File: src/rtl/fetch_unit_if.sv
// Instruction-memory request/response bus between the fetch unit and imem.
interface fetch_unit_if #(
    parameter int DATA_WIDTH = 32
);
    logic                  imem_req_o;
    logic [DATA_WIDTH-1:0] imem_addr_o;
    logic                  imem_gnt_i;
    logic                  imem_rvalid_i;
    logic [DATA_WIDTH-1:0] imem_rdata_i;

    modport master (
        output imem_req_o, imem_addr_o,
        input  imem_gnt_i, imem_rvalid_i, imem_rdata_i
    );

    modport slave (
        input  imem_req_o, imem_addr_o,
        output imem_gnt_i, imem_rvalid_i, imem_rdata_i
    );
endinterface

File: src/rtl/fetch_unit.sv
// Pipeline front end: owns the PC, fetches over req/gnt/rvalid, buffers
// returned words with their PC, and squashes stale work on an execute redirect.
module fetch_unit #(
    parameter int                    DATA_WIDTH = 32,
    parameter logic [DATA_WIDTH-1:0] RESET_PC   = '0,
    parameter int                    DEPTH      = 2
) (
    input  logic                  clk,
    input  logic                  rst,
    input  logic                  StallF_i,
    input  logic                  branchTaken_i,
    input  logic [DATA_WIDTH-1:0] PCTargetE_i,
    fetch_unit_if.master          imem,
    output logic [DATA_WIDTH-1:0] InstrD_o,
    output logic [DATA_WIDTH-1:0] PCD_o,
    output logic [DATA_WIDTH-1:0] PCPlus4D_o,
    output logic                  ValidD_o,
    output logic                  FlushD_o
);
    localparam int AW = $clog2(DEPTH);
    localparam int CW = AW + 1;
    localparam logic [CW:0]           DEPTH_C = (CW+1)'(DEPTH);
    localparam logic [DATA_WIDTH-1:0] NOP     = DATA_WIDTH'(32'h0000_0013);
    localparam logic [DATA_WIDTH-1:0] FOUR    = DATA_WIDTH'(4);

    typedef enum logic [1:0] {IDLE, FETCH, DRAIN} state_e;

    state_e                state_q, state_d;
    logic [DATA_WIDTH-1:0] pc_q, pc_d;
    logic [CW-1:0]         out_q, out_d;
    logic [CW-1:0]         disc_q, disc_d;
    logic [CW-1:0]         buf_cnt_q, buf_cnt_d;
    logic [AW-1:0]         pcq_rd_q, pcq_wr_q, buf_rd_q, buf_wr_q;
    logic [DATA_WIDTH-1:0] last_pc_q;

    logic [DATA_WIDTH-1:0] pcq_mem_q   [DEPTH];
    logic [DATA_WIDTH-1:0] buf_instr_q [DEPTH];
    logic [DATA_WIDTH-1:0] buf_pc_q    [DEPTH];

    logic          redirect, req, hs, rsp, push, pop;
    logic [CW:0]   occ;

    // Low target bits are forced to word alignment and never used.
    logic unused_tgt_lsbs;
    assign unused_tgt_lsbs = ^PCTargetE_i[1:0];

    assign redirect = branchTaken_i && (state_q != IDLE);
    assign occ      = {1'b0, out_q} + {1'b0, buf_cnt_q};
    assign req      = (state_q == FETCH) && (occ < DEPTH_C) && !branchTaken_i;
    assign hs       = req && imem.imem_gnt_i;
    assign rsp      = imem.imem_rvalid_i && (out_q != '0);
    // A response in the redirect cycle belongs to the squashed path.
    assign push     = rsp && (disc_q == '0) && !redirect;
    assign pop      = ValidD_o && !StallF_i && !redirect;

    always_comb begin
        state_d   = state_q;
        pc_d      = pc_q;
        disc_d    = disc_q;
        out_d     = out_q + CW'(hs) - CW'(rsp);
        buf_cnt_d = buf_cnt_q + CW'(push) - CW'(pop);
        if (redirect) begin
            pc_d      = {PCTargetE_i[DATA_WIDTH-1:2], 2'b00};
            disc_d    = out_q - CW'(rsp);
            buf_cnt_d = '0;
        end else begin
            if (hs)
                pc_d = pc_q + FOUR;
            if (rsp && (disc_q != '0))
                disc_d = disc_q - CW'(1);
        end
        unique case (state_q)
            IDLE:    state_d = FETCH;
            FETCH:   if (redirect && (disc_d != '0)) state_d = DRAIN;
            DRAIN:   if (disc_d == '0) state_d = FETCH;
            default: state_d = IDLE;
        endcase
    end

    always_ff @(posedge clk) begin
        if (rst) begin
            state_q   <= IDLE;
            pc_q      <= RESET_PC;
            out_q     <= '0;
            disc_q    <= '0;
            buf_cnt_q <= '0;
            pcq_rd_q  <= '0;
            pcq_wr_q  <= '0;
            buf_rd_q  <= '0;
            buf_wr_q  <= '0;
            last_pc_q <= '0;
        end else begin
            state_q   <= state_d;
            pc_q      <= pc_d;
            out_q     <= out_d;
            disc_q    <= disc_d;
            buf_cnt_q <= buf_cnt_d;
            if (ValidD_o)
                last_pc_q <= buf_pc_q[buf_rd_q];
            if (redirect) begin
                pcq_rd_q <= '0;
                pcq_wr_q <= '0;
                buf_rd_q <= '0;
                buf_wr_q <= '0;
            end else begin
                if (hs)   pcq_wr_q <= pcq_wr_q + AW'(1);
                if (push) pcq_rd_q <= pcq_rd_q + AW'(1);
                if (push) buf_wr_q <= buf_wr_q + AW'(1);
                if (pop)  buf_rd_q <= buf_rd_q + AW'(1);
            end
        end
    end

    // Storage arrays need no reset; pointers and counts qualify them.
    always_ff @(posedge clk) begin
        if (!rst && hs)
            pcq_mem_q[pcq_wr_q] <= pc_q;
        if (!rst && push) begin
            buf_instr_q[buf_wr_q] <= imem.imem_rdata_i;
            buf_pc_q[buf_wr_q]    <= pcq_mem_q[pcq_rd_q];
        end
    end

    assign imem.imem_req_o  = req;
    assign imem.imem_addr_o = pc_q;

    assign ValidD_o   = (buf_cnt_q != '0);
    assign InstrD_o   = ValidD_o ? buf_instr_q[buf_rd_q] : NOP;
    assign PCD_o      = ValidD_o ? buf_pc_q[buf_rd_q] : last_pc_q;
    assign PCPlus4D_o = PCD_o + FOUR;
    assign FlushD_o   = branchTaken_i && !rst;
endmodule

File: src/flat_wrapper.sv
// flat-port wrapper written by rule: the top's interface ports become plain ports
module fetch_unit_flat 
#(
    parameter int                    DATA_WIDTH = 32,
    parameter logic [DATA_WIDTH-1:0] RESET_PC   = '0,
    parameter int                    DEPTH      = 2
)
  (clk, rst, StallF_i, branchTaken_i, PCTargetE_i, InstrD_o, PCD_o, PCPlus4D_o, ValidD_o, FlushD_o, imem_imem_req_o, imem_imem_addr_o, imem_imem_gnt_i, imem_imem_rvalid_i, imem_imem_rdata_i);
  fetch_unit_if #(.DATA_WIDTH(DATA_WIDTH)) imem_i ();
  input  logic clk;
  input  logic rst;
  input  logic StallF_i;
  input  logic branchTaken_i;
  input  logic [DATA_WIDTH-1:0] PCTargetE_i;
  output logic [DATA_WIDTH-1:0] InstrD_o;
  output logic [DATA_WIDTH-1:0] PCD_o;
  output logic [DATA_WIDTH-1:0] PCPlus4D_o;
  output logic ValidD_o;
  output logic FlushD_o;
  output wire logic [$bits(imem_i.imem_req_o)-1:0] imem_imem_req_o;
  output wire logic [$bits(imem_i.imem_addr_o)-1:0] imem_imem_addr_o;
  input wire logic [$bits(imem_i.imem_gnt_i)-1:0] imem_imem_gnt_i;
  input wire logic [$bits(imem_i.imem_rvalid_i)-1:0] imem_imem_rvalid_i;
  input wire logic [$bits(imem_i.imem_rdata_i)-1:0] imem_imem_rdata_i;
  assign imem_imem_req_o = imem_i.imem_req_o;
  assign imem_imem_addr_o = imem_i.imem_addr_o;
  assign imem_i.imem_gnt_i = imem_imem_gnt_i;
  assign imem_i.imem_rvalid_i = imem_imem_rvalid_i;
  assign imem_i.imem_rdata_i = imem_imem_rdata_i;
  fetch_unit #(.DATA_WIDTH(DATA_WIDTH), .RESET_PC(RESET_PC), .DEPTH(DEPTH)) u_core (.clk(clk), .rst(rst), .StallF_i(StallF_i), .branchTaken_i(branchTaken_i), .PCTargetE_i(PCTargetE_i), .imem(imem_i), .InstrD_o(InstrD_o), .PCD_o(PCD_o), .PCPlus4D_o(PCPlus4D_o), .ValidD_o(ValidD_o), .FlushD_o(FlushD_o));
endmodule
File: config.mk
export PLATFORM = sky130hd
export DESIGN_NAME = fetch_unit_flat
export DESIGN_NICKNAME = d
export VERILOG_FILES = /design/src/rtl/fetch_unit_if.sv /design/src/rtl/fetch_unit.sv /design/src/flat_wrapper.sv
export SDC_FILE = /design/constraint.sdc
export NUM_CORES = 1
export LEC_CHECK = 0
export CORE_MARGIN = 5
export CORE_UTILIZATION = 53
export CTS_CLUSTER_DIAMETER = 60
export DETAILED_ROUTE_END_ITERATION = 8
export PLACE_DENSITY = 0.92
export RECOVER_POWER = 25
export SYNTH_ARGS = -nofsm -noshare
export SYNTH_HDL_FRONTEND = slang
export SYNTH_SLANG_ARGS = --single-unit
export TNS_END_PERCENT = 1
File: constraint.sdc
create_clock -name clk -period 10.5 [get_ports clk]
set_clock_uncertainty 0.05 [all_clocks]
set_input_delay 3.15 -clock clk [delete_from_list [all_inputs] [get_ports clk]]
set_output_delay 3.15 -clock clk [all_outputs]
set_load 0.05 [all_outputs]
# Word level (Yosys, flattened, before mapping)
# Memory sizes are Yosys's and may differ from the RTL's. A register that Yosys moved wholly into a read port is not among the register bits.
# Cells that the tools add are included.
# totals
elab_cells	80
mem_bits_rw	192
mem_count	3
ff_bits	76
# op_classes
n_eq_ne	4
addsub	13
reduce_logical	29
n_lt_le_gt_ge	1
muxes	19
# mem_list
name	depth	word_bits	read_ports	rd_clocked_by_memory_dff	write_ports	line_no	source
u_core.buf_instr_q	2	32	1	1	1	fetch_unit.sv:37	logic [DATA_WIDTH-1:0] buf_instr_q [DEPTH];
u_core.buf_pc_q	2	32	1	1	1	fetch_unit.sv:38	logic [DATA_WIDTH-1:0] buf_pc_q [DEPTH];
u_core.pcq_mem_q	2	32	1	1	1	fetch_unit.sv:36	logic [DATA_WIDTH-1:0] pcq_mem_q [DEPTH];
# ops
op	count
$mux W32	4
$add A32 B3 Y32 const B	2
$logic_and A1 B1 Y1	14
$reduce_bool A2 Y1	6
$mux W1	10
$mux W2	4
$logic_not A2 Y1	3
$pmux W2 S3	1
$sub A2 B1 Y2	3
$add A1 B1 Y1 const B	4
$add A2 B1 Y2	2
$logic_not A1 Y1	4
$add A2 B2 Y3	1
$lt A3 B2 Y1 const B	1
$eq A2 B1 Y1 const B	1
$eq A2 B2 Y1 const B	1
$ne A2 B1 Y1 const B	1
$ne A2 B2 Y1 const B	1
$reduce_and A2 Y1	1
$reduce_or A2 Y1	1
$sub A2 B1 Y2 const B	1

# Longest topological paths before layout
# Gate-level depths: netlist of run 1.
# logic_depth
ltp_word	9
depth_mapped	12
ltp_nobuf	10

# Worst setup path before layout of run 1
# Ideal clock, no wire load.
# synth_timing
path_type	in2reg
from	in branchTaken_i
to	mem u_core.buf_instr_q[0][0] (enable)
t_required_ps	9892
path_stages	5
t_arrival_ps	8013
setup_ps	558
n_path_buf	2
setup_slack_ps	1879
cell_sequence	o21ai_0 > clkbuf_1 > nand2b_1 > clkbuf_1 > nor3_1
# synth_between
elab_chain_len	6
# synth_rtl
item	line_no	source
start: declaration	flat_wrapper.sv:13	input logic branchTaken_i;
$logic_and A1 B1 Y1	fetch_unit.sv:47	assign redirect = branchTaken_i && (state_q != IDLE);
$logic_not A1 Y1	fetch_unit.sv:53	assign push = rsp && (disc_q == '0) && !redirect;
$logic_and A1 B1 Y1	fetch_unit.sv:53	
$logic_and A1 B1 Y1	fetch_unit.sv:118	if (!rst && push) begin
$mux W1	fetch_unit.sv:118	
$mux W1 (implied by the code)	fetch_unit.sv:119	buf_instr_q[buf_wr_q] <= imem.imem_rdata_i;
end: declaration	fetch_unit.sv:37	
# Every way passes these cells.

# Worst setup path after layout of run 1
# layout_timing
from	in branchTaken_i
to	out imem_imem_req_o
# layout_between
elab_chain_len	2
# layout_rtl
item	line_no	source
$logic_not A1 Y1	fetch_unit.sv:49	assign req = (state_q == FETCH) && (occ < DEPTH_C) && !branchTaken_i;
$logic_and A1 B1 Y1	fetch_unit.sv:49	
end: declaration	flat_wrapper.sv:20	output wire logic [$bits(imem_i.imem_req_o)-1:0] imem_imem_req_o;
# Every way passes these cells.

==> summary.md, run 1 <==
| Metric | Value |
|---|---|
| Count leader, synth | edfxtp_1 |
| End of the worst register-to-register path | u_core.imem.imem_addr_o[15] |
| # resized after CTS | 0 |
| Syn Inst Count | 831 |
| Pins Over Slew Limit | 31 |
| Avg Inst Size Synth | 13.2 um^2 |
| Critical path class | input pin to output port |
| Routed len/inst | 19.5 um |
| Hold crit path type | flop to flop |
| GPL Wtd Cong | 0.814 |
| Hold Vio Cnt, Final | 0 |
| Vias in the first global route | 7336 |
| Post-DP Area | 0.0132 mm^2 |
| Setup repair bufs after CTS | 0 |
| CP Data Required Time | 7.30 ns |
| Drt total wl | about 26000 um |
| Crit path top cell by count | clkdlybuf4s50_1 |
| Yosys warnings | 0 |
| Tot GR Track Use | between 20% and 30% |
| Post-Syn Area | 0.0110 mm^2 |
| Rows | 52 |
| Fmax | 118 MHz |
| Max incr delay on CP | 0.81 ns |
| Drt drc | 0 |
| Share of post-route cells with drive strength above 1 | 9.87% |
| Dpl hpwl | 17100 um |
| Largest net degree at the start of global routing | 72 |
| Hold path cells | 2 |
| Setup repair after global routing missed its margin | no |
| Antenna fix cells | 0 |
| Die Span Y | 154 um |
| Top-area cell type share of the netlist area | between 50% and 60% |
| CP Max Fanout | 7 |
| Setup TNS | 0 ns |
| Clock buffer depth | 3 |
| Setup crit end kind | output port |
| 1st-iter DRT viols | 508 |
| Global-route wire length before repair | around 40000 um |
| CP endpoint | imem_imem_req_o |
| P&R area growth vs syn | 27.7% |
| # setup viols final | 0 |
| Seq/Total Area, Yosys | 64.0% |
| I/O pins | 201 |
| H-Tree Depth | 1 |
| Initial DRT Pass Iterations | 5 |
| Util after Layout | between 60% and 70% |
| Synth Flop Type | edfxtp_1 |
| Clock Sinks | 260 |
| Slew @ Worst Pin | 1.71 ns |
| Post-route minimum period | 8.49 ns |
| R2R depth | 10 |
| Top cells by count, synth | 184 x edfxtp_1, 109 x nor2_1, 76 x dfxtp_1, 61 x mux2i_1, 50 x mux2_2 |
| CTS root buf | clkbuf_16 |
| Pleak | 4.80 nW |
| Final instance area | 0.0141 mm^2 |
| Starting Density | a little over half |
| Outcome | complete, but fails checks |
| Antenna violations before repair | 0 |
| R2R setup slack | between 6 and 7 ns |
| CP startpoint kind | input pin |
| Clock latency on the worst-skew pair | 0.52 ns |
| Post-synthesis cell type count | 60 |
| Nets | 1101 |
| Total placed cells including tap cells | 1266 |
| Num CTS Buffers | 26 |
| Via-to-Cell Ratio | 5.48 |
| GRT Residual Overflow | 0 |
| CTS tree | yes |
| Die area | 0.0238 mm^2 |
| Post-synth EDFFs | approximately 180 |
| Top post-synthesis cells by area | edfxtp_1 50%, dfxtp_1 14%, mux2i_1 5.5% |
| Arr. time, crit path | about 5.3 ns |
| Slew Limit Headroom | -14.0% |
| R2r startpoint | u_core.buf_cnt_q[0] |
| Number of I/O port buffers | 196 |
| Max-Cap Viols | 1 |
| Total number of vias | 7203 |
| #FFs+latches synth | 260 |
| Power per cell area | 172 mW/mm^2 |
| Core area | between 0.02 and 0.025 mm^2 |
| Post-synthesis async set-or-reset flop share | 0% |
| Failing checks | max-capacitance violations, max-slew violations |
| Biggest area consumer among synthesized cells | edfxtp_1 |
| Dpl ws | 2.00 ns |
| # hold bufs at CTS | 0 |
| Cells along the critical path | clkdlybuf4s50_1 > or4b_2 > nor2_1 > clkdlybuf4s50_1 |
| Period utilization | roughly four fifths |
| Die Width | 154 um |
| Setup crit start | branchTaken_i |
| Peak supply drop | about 0.00013 V |
| CP max stage cell | clkdlybuf4s50_1 |
| Post-route ant nets | 0 |
| Finished Layout Cells | 1314 |
| Clock slew at reported path FFs | roughly 0.06 ns |
| Final worst setup slack | ~2.0 ns |
[worst min path at each step]
stage	from	endpoint	slack (ns)
3_5_place_dp	u_core.imem.imem_addr_o[31]	u_core.pcq_mem_q[1][31]	0.47
3_3_place_gp	u_core.buf_rd_q	flop	0.43
5_1_grt	u_core.imem.imem_addr_o[28]	u_core.pcq_mem_q[0][28]	0.51
6_report	u_core.pcq_rd_q	u_core.pcq_rd_q	0.48
2_1_floorplan	u_core.pcq_rd_q	flop	0.42
4_1_cts	u_core.pcq_rd_q	u_core.pcq_rd_q	0.49
[placed cells by master (no fill, tap or decap), types with 7 or more instances in the layout]
cell / n
nor2_1: 109
xnor2_1: 39
xor2_1: 22
nor3_2: 8
dlygate4sd3_1: 13
nand2_1: 28
clkbuf_16: 27
nor2b_1: 10
buf_4: 7
mux2_1: 27
dfxtp_1: 75
nor4_1: 11
inv_1: 41
nand4_1: 11
nor3_1: 17
nand3_1: 14
mux2_2: 23
mux2i_1: 61
edfxtp_1: 184
a211oi_1: 26
clkdlybuf4s50_1: 182
[layout make-up]
cell class	count	area [um^2]
clock buffer	32	734
timing repair buffer	204	2010
multi-input combinational	490	3580
inverter	42	165
fill	1374	6310
tap	270	338
clock inverter	16	170
sequential	260	7050
[flip-flops by register name, indices dropped and copies added, names as in the netlist, 2 cells and up, named ones only]
name	count
u_core.buf_cnt_q	2
u_core.buf_instr_q	64
u_core.buf_pc_q	60
u_core.disc_q	2
u_core.imem.imem_addr_o	30
u_core.last_pc_q	32
u_core.out_q	2
u_core.pcq_mem_q	60
u_core.state_q	2
[worst max-delay path, delay by kind of cell]
family	cells	cell delay (ns)
buffers and inverters	2	1.36
AND/OR/NAND/NOR	2	0.78
[per-layer routing]
metal,GRT usage (%),vias to the layer above,wire length [um]
met5,0,-,0
met4,4.29,0,495
met3,3.49,34,1900
met2,35.8,317,12800
met1,28.2,3467,10500
li1,-,3385,-
[power by group]
group          switching [mW]  internal [mW]
Combinational           0.198          0.110
Clock                   0.378          0.573
Sequential             0.0302           1.12
Total                   0.607           1.80
[kinds of logic after synthesis]
| family | Yosys count | share of synthesized area [%] |
|---|---|---|
| adder cells (fa/ha/maj) | 7 | 0.864 |
| AND/OR/NAND/NOR | 251 | 12.1 |
| AO/OA/AOI/OAI | 57 | 3.61 |
| XOR/XNOR | 61 | 4.85 |
| buffers and inverters | 82 | 3.74 |
| multiplexers | 112 | 10.8 |
| other | 1 | 0.0341 |
| flip-flops | 260 | 64.0 |
[per-stage QoR]
step | power (mW) | hold slack (ns)
after global routing | 2.49 | 0.514
after CTS | 2.43 | 0.486
after detailed placement | 1.48 | 0.466
after floorplan | 1.36 | 0.422
after global placement | 1.47 | 0.429
final | 2.41 | 0.479
No activity file was read; power rests on OpenSTA's default activity.
==> run 2: changes to the inputs <==
==> constraint.sdc (replaced) <==
create_clock -name clk -period 8.86 [get_ports clk]
set_clock_uncertainty 0.05 [all_clocks]
set_input_delay 2.658 -clock clk [delete_from_list [all_inputs] [get_ports clk]]
set_output_delay 2.658 -clock clk [all_outputs]
set_load 0.05 [all_outputs]
==> run 2 against run 1 <==
Compared with the run above: the run still ends with max-capacitance violations, max-slew violations left; power is 13% higher; cell area is 0.98% lower; hold slack worse by 0.013 ns; die area stayed put; count of clock-buffer cells in the layout rose by 2; register-to-register slack worse by 1.6 ns; critical path type unchanged; critical endpoint unchanged; largest cell class unchanged.
==> summary.md, run 2 (synthesis results as in run 1) <==
| Metric | Value |
|---|---|
| Setup crit end kind | output port (unchanged) |
| GRT Residual Overflow | 0 (unchanged) |
| CP Max Fanout | 7 (unchanged) |
| H-Tree Depth | 1 (unchanged) |
| Largest net degree at the start of global routing | 72 (unchanged) |
| Arr. time, crit path | 4.82 ns (was 5.29 ns) |
| Clock buffer depth | 3 (unchanged) |
| # hold bufs at CTS | 0 (unchanged) |
| Power per cell area | 195 mW/mm^2 (was 172 mW/mm^2) |
| Die area | 0.0238 mm^2 (unchanged) |
| CP startpoint kind | input pin (unchanged) |
| Core area | 0.0204 mm^2 (unchanged) |
| Critical path class | input pin to output port (unchanged) |
| CTS tree | yes (unchanged) |
| I/O pins | 201 (unchanged) |
| Fmax | 133 MHz |
| Hold crit path type | flop to flop (unchanged) |
| Period utilization | between 80% and 90% |
| Antenna violations before repair | 0 (unchanged) |
| Vias in the first global route | 7228 (was 7336) |
| Outcome | complete, but fails checks (unchanged) |
| Filler instances | 1395 (was 1374) |
| Combinational power share | 13.5% (was 12.8%) |
| Number of I/O port buffers | 196 (unchanged) |
| CTS root buf | clkbuf_16 (unchanged) |
| Initial DRT Pass Iterations | 5 (unchanged) |
| Slew Limit Headroom | -14.8% (was -14.0%) |
| Final instance area | 0.0139 mm^2 (was 0.0141 mm^2) |
| Max incr delay on CP | 0.81 ns (about the same) |
| Clock Sinks | 260 (unchanged) |
| Peak supply drop | 0.000113 V (was 0.000125 V) |
| CP max stage cell | clkdlybuf4s50_1 (unchanged) |
| Slew @ Worst Pin | 1.72 ns (was 1.71 ns) |
| GPL Wtd Cong | 0.804 (was 0.814) |
| Starting Density | 54.1% (unchanged) |
| # setup viols final | 0 (unchanged) |
| Via-to-Cell Ratio | 5.45 (was 5.48) |
| Routed len/inst | 18.9 um (was 19.5 um) |
| Antenna fix cells | 0 (unchanged) |
| Top flop regs | u_core.buf_instr_q (64), u_core.buf_pc_q (60), u_core.pcq_mem_q (60) (unchanged) |
| Failing checks | max-capacitance violations, max-slew violations (unchanged) |
| Tot GR Track Use | 20.3% (was 20.9%) |
| R2R setup slack | 5.36 ns (was 6.97 ns) |
| CP Data Required Time | 6.15 ns (was 7.30 ns) |
| Clock slew at reported path FFs | 0.06 ns (about the same) |
| Crit path top cell by count | clkdlybuf4s50_1 (unchanged) |
| Clk pwr share | 36.3% (was 39.4%) |
| P&R area growth vs syn | 26.4% (was 27.7%) |
| Total number of vias | 7150 (was 7203) |
| Most frequent cells in the layout | 184 x edfxtp_1, 183 x clkdlybuf4s50_1, 109 x nor2_1, 75 x dfxtp_1, 61 x mux2i_1 (was 184 x edfxtp_1, 182 x clkdlybuf4s50_1, 109 x nor2_1, 75 x dfxtp_1, 61 x mux2i_1) |
| Worst Hold Margin | 0.466 ns (was 0.479 ns) |
| Register share of total power | 50.3% (was 47.8%) |
| # resized after CTS | 0 (unchanged) |
| Cells along the critical path | clkdlybuf4s50_1 > or4b_2 > nor2_1 > clkdlybuf4s50_1 (unchanged) |
| Setup repair bufs after CTS | 0 (unchanged) |
| Die Span Y | 154 um (unchanged) |
| Share of post-route cells with drive strength above 1 | 8.83% (was 9.87%) |
| Pins Over Slew Limit | 31 (unchanged) |
| Largest register by flop count | u_core.buf_instr_q (unchanged) |
| Pleak | 4.73 nW (was 4.80 nW) |
| Drt drc | 0 (unchanged) |
| Most common cell after layout, fill and taps aside | edfxtp_1 (unchanged) |
| Nets | 1101 (unchanged) |
| Post-route ant nets | 0 (unchanged) |
| Overall power | 2.71 mW (was 2.41 mW) |
| Power Internal | 2.02 mW (was 1.80 mW) |
| Die Width | 154 um (unchanged) |
| Setup repair after global routing missed its margin | no (unchanged) |
| Global-route wire length before repair | 38900 um (was 40000 um) |
| Sw frac | 25.5% (was 25.2%) |
| Clock latency on the worst-skew pair | 0.52 ns (about the same) |
| Total placed cells including tap cells | 1267 (was 1266) |
| Rows | 52 (unchanged) |
| Dpl hpwl | 17000 um (was 17100 um) |
| Post-route minimum period | 7.53 ns |
| Post-DP Area | 0.0132 mm^2 (about the same) |
| Num CTS Buffers | 25 (was 26) |
| Max-Cap Viols | 1 (unchanged) |
| Hold Vio Cnt, Final | 0 (unchanged) |
| Finished Layout Cells | 1312 (was 1314) |
| Drt total wl | 24700 um (was 25600 um) |
| 1st-iter DRT viols | 452 (was 508) |
| Setup TNS | 0 ns (unchanged) |
| Switching pwr | 692 uW (was 607 uW) |
| Max FFs per register | 64 (unchanged) |
## run 2: critical path: cells and delay by family
family,cells,cell delay (ns)
buffers and inverters,2,1.37
AND/OR/NAND/NOR,2,0.79
## run 2: path summary, 6_finish.rpt
check                                         start                    endpoint  depth (start not counted)
worst max register to register  u_core.buf_cnt_q[0]  u_core.imem.imem_addr_o[9]                          9
worst max-delay path                  branchTaken_i             imem_imem_req_o                          4
worst min-delay path                u_core.buf_rd_q                        flop                          2
worst min register to register      u_core.buf_rd_q                        flop                          2
## run 2: power groups by stage
stage | sequential, mW | clock [mW] | combinational (mW)
after floorplan | 1.42 | 0 | 0.195
after global placement | 1.39 | 0 | 0.359
after detailed placement | 1.39 | 0 | 0.366
after CTS | 1.36 | 0.999 | 0.369
after global routing | 1.37 | 1.06 | 0.384
final | 1.36 | 0.984 | 0.365
## run 2: metrics by stage
stage / util (%) / worst slack (ns)
final: 68.3 / 1.33
after global routing: 68.3 / 1.23
after CTS: 68.4 / 1.32
after detailed placement: 64.6 / 1.33
after global placement: 64.6 / 1.35
after floorplan: - / 0.731
## run 2: area by class of cell
type,instances,area [um^2],share of cell area (%)
flip-flops and latches,260,7050,50.7
multi-input cells,490,3580,25.8
repair buffers,205,2020,14.5
clock buffers,34,669,4.81
well taps,270,338,2.43
inverters,42,165,1.19
clock inverters,11,90.1,0.647
## run 2: per-layer routing
layer / vias to the layer above / GRT usage [%] / routed length, um
met5: - / 0 / 0
met4: 0 / 4.50 / 431
met3: 41 / 3.54 / 1800
met2: 291 / 35.3 / 12100
met1: 3433 / 27.0 / 10400
li1: 3385 / - / -
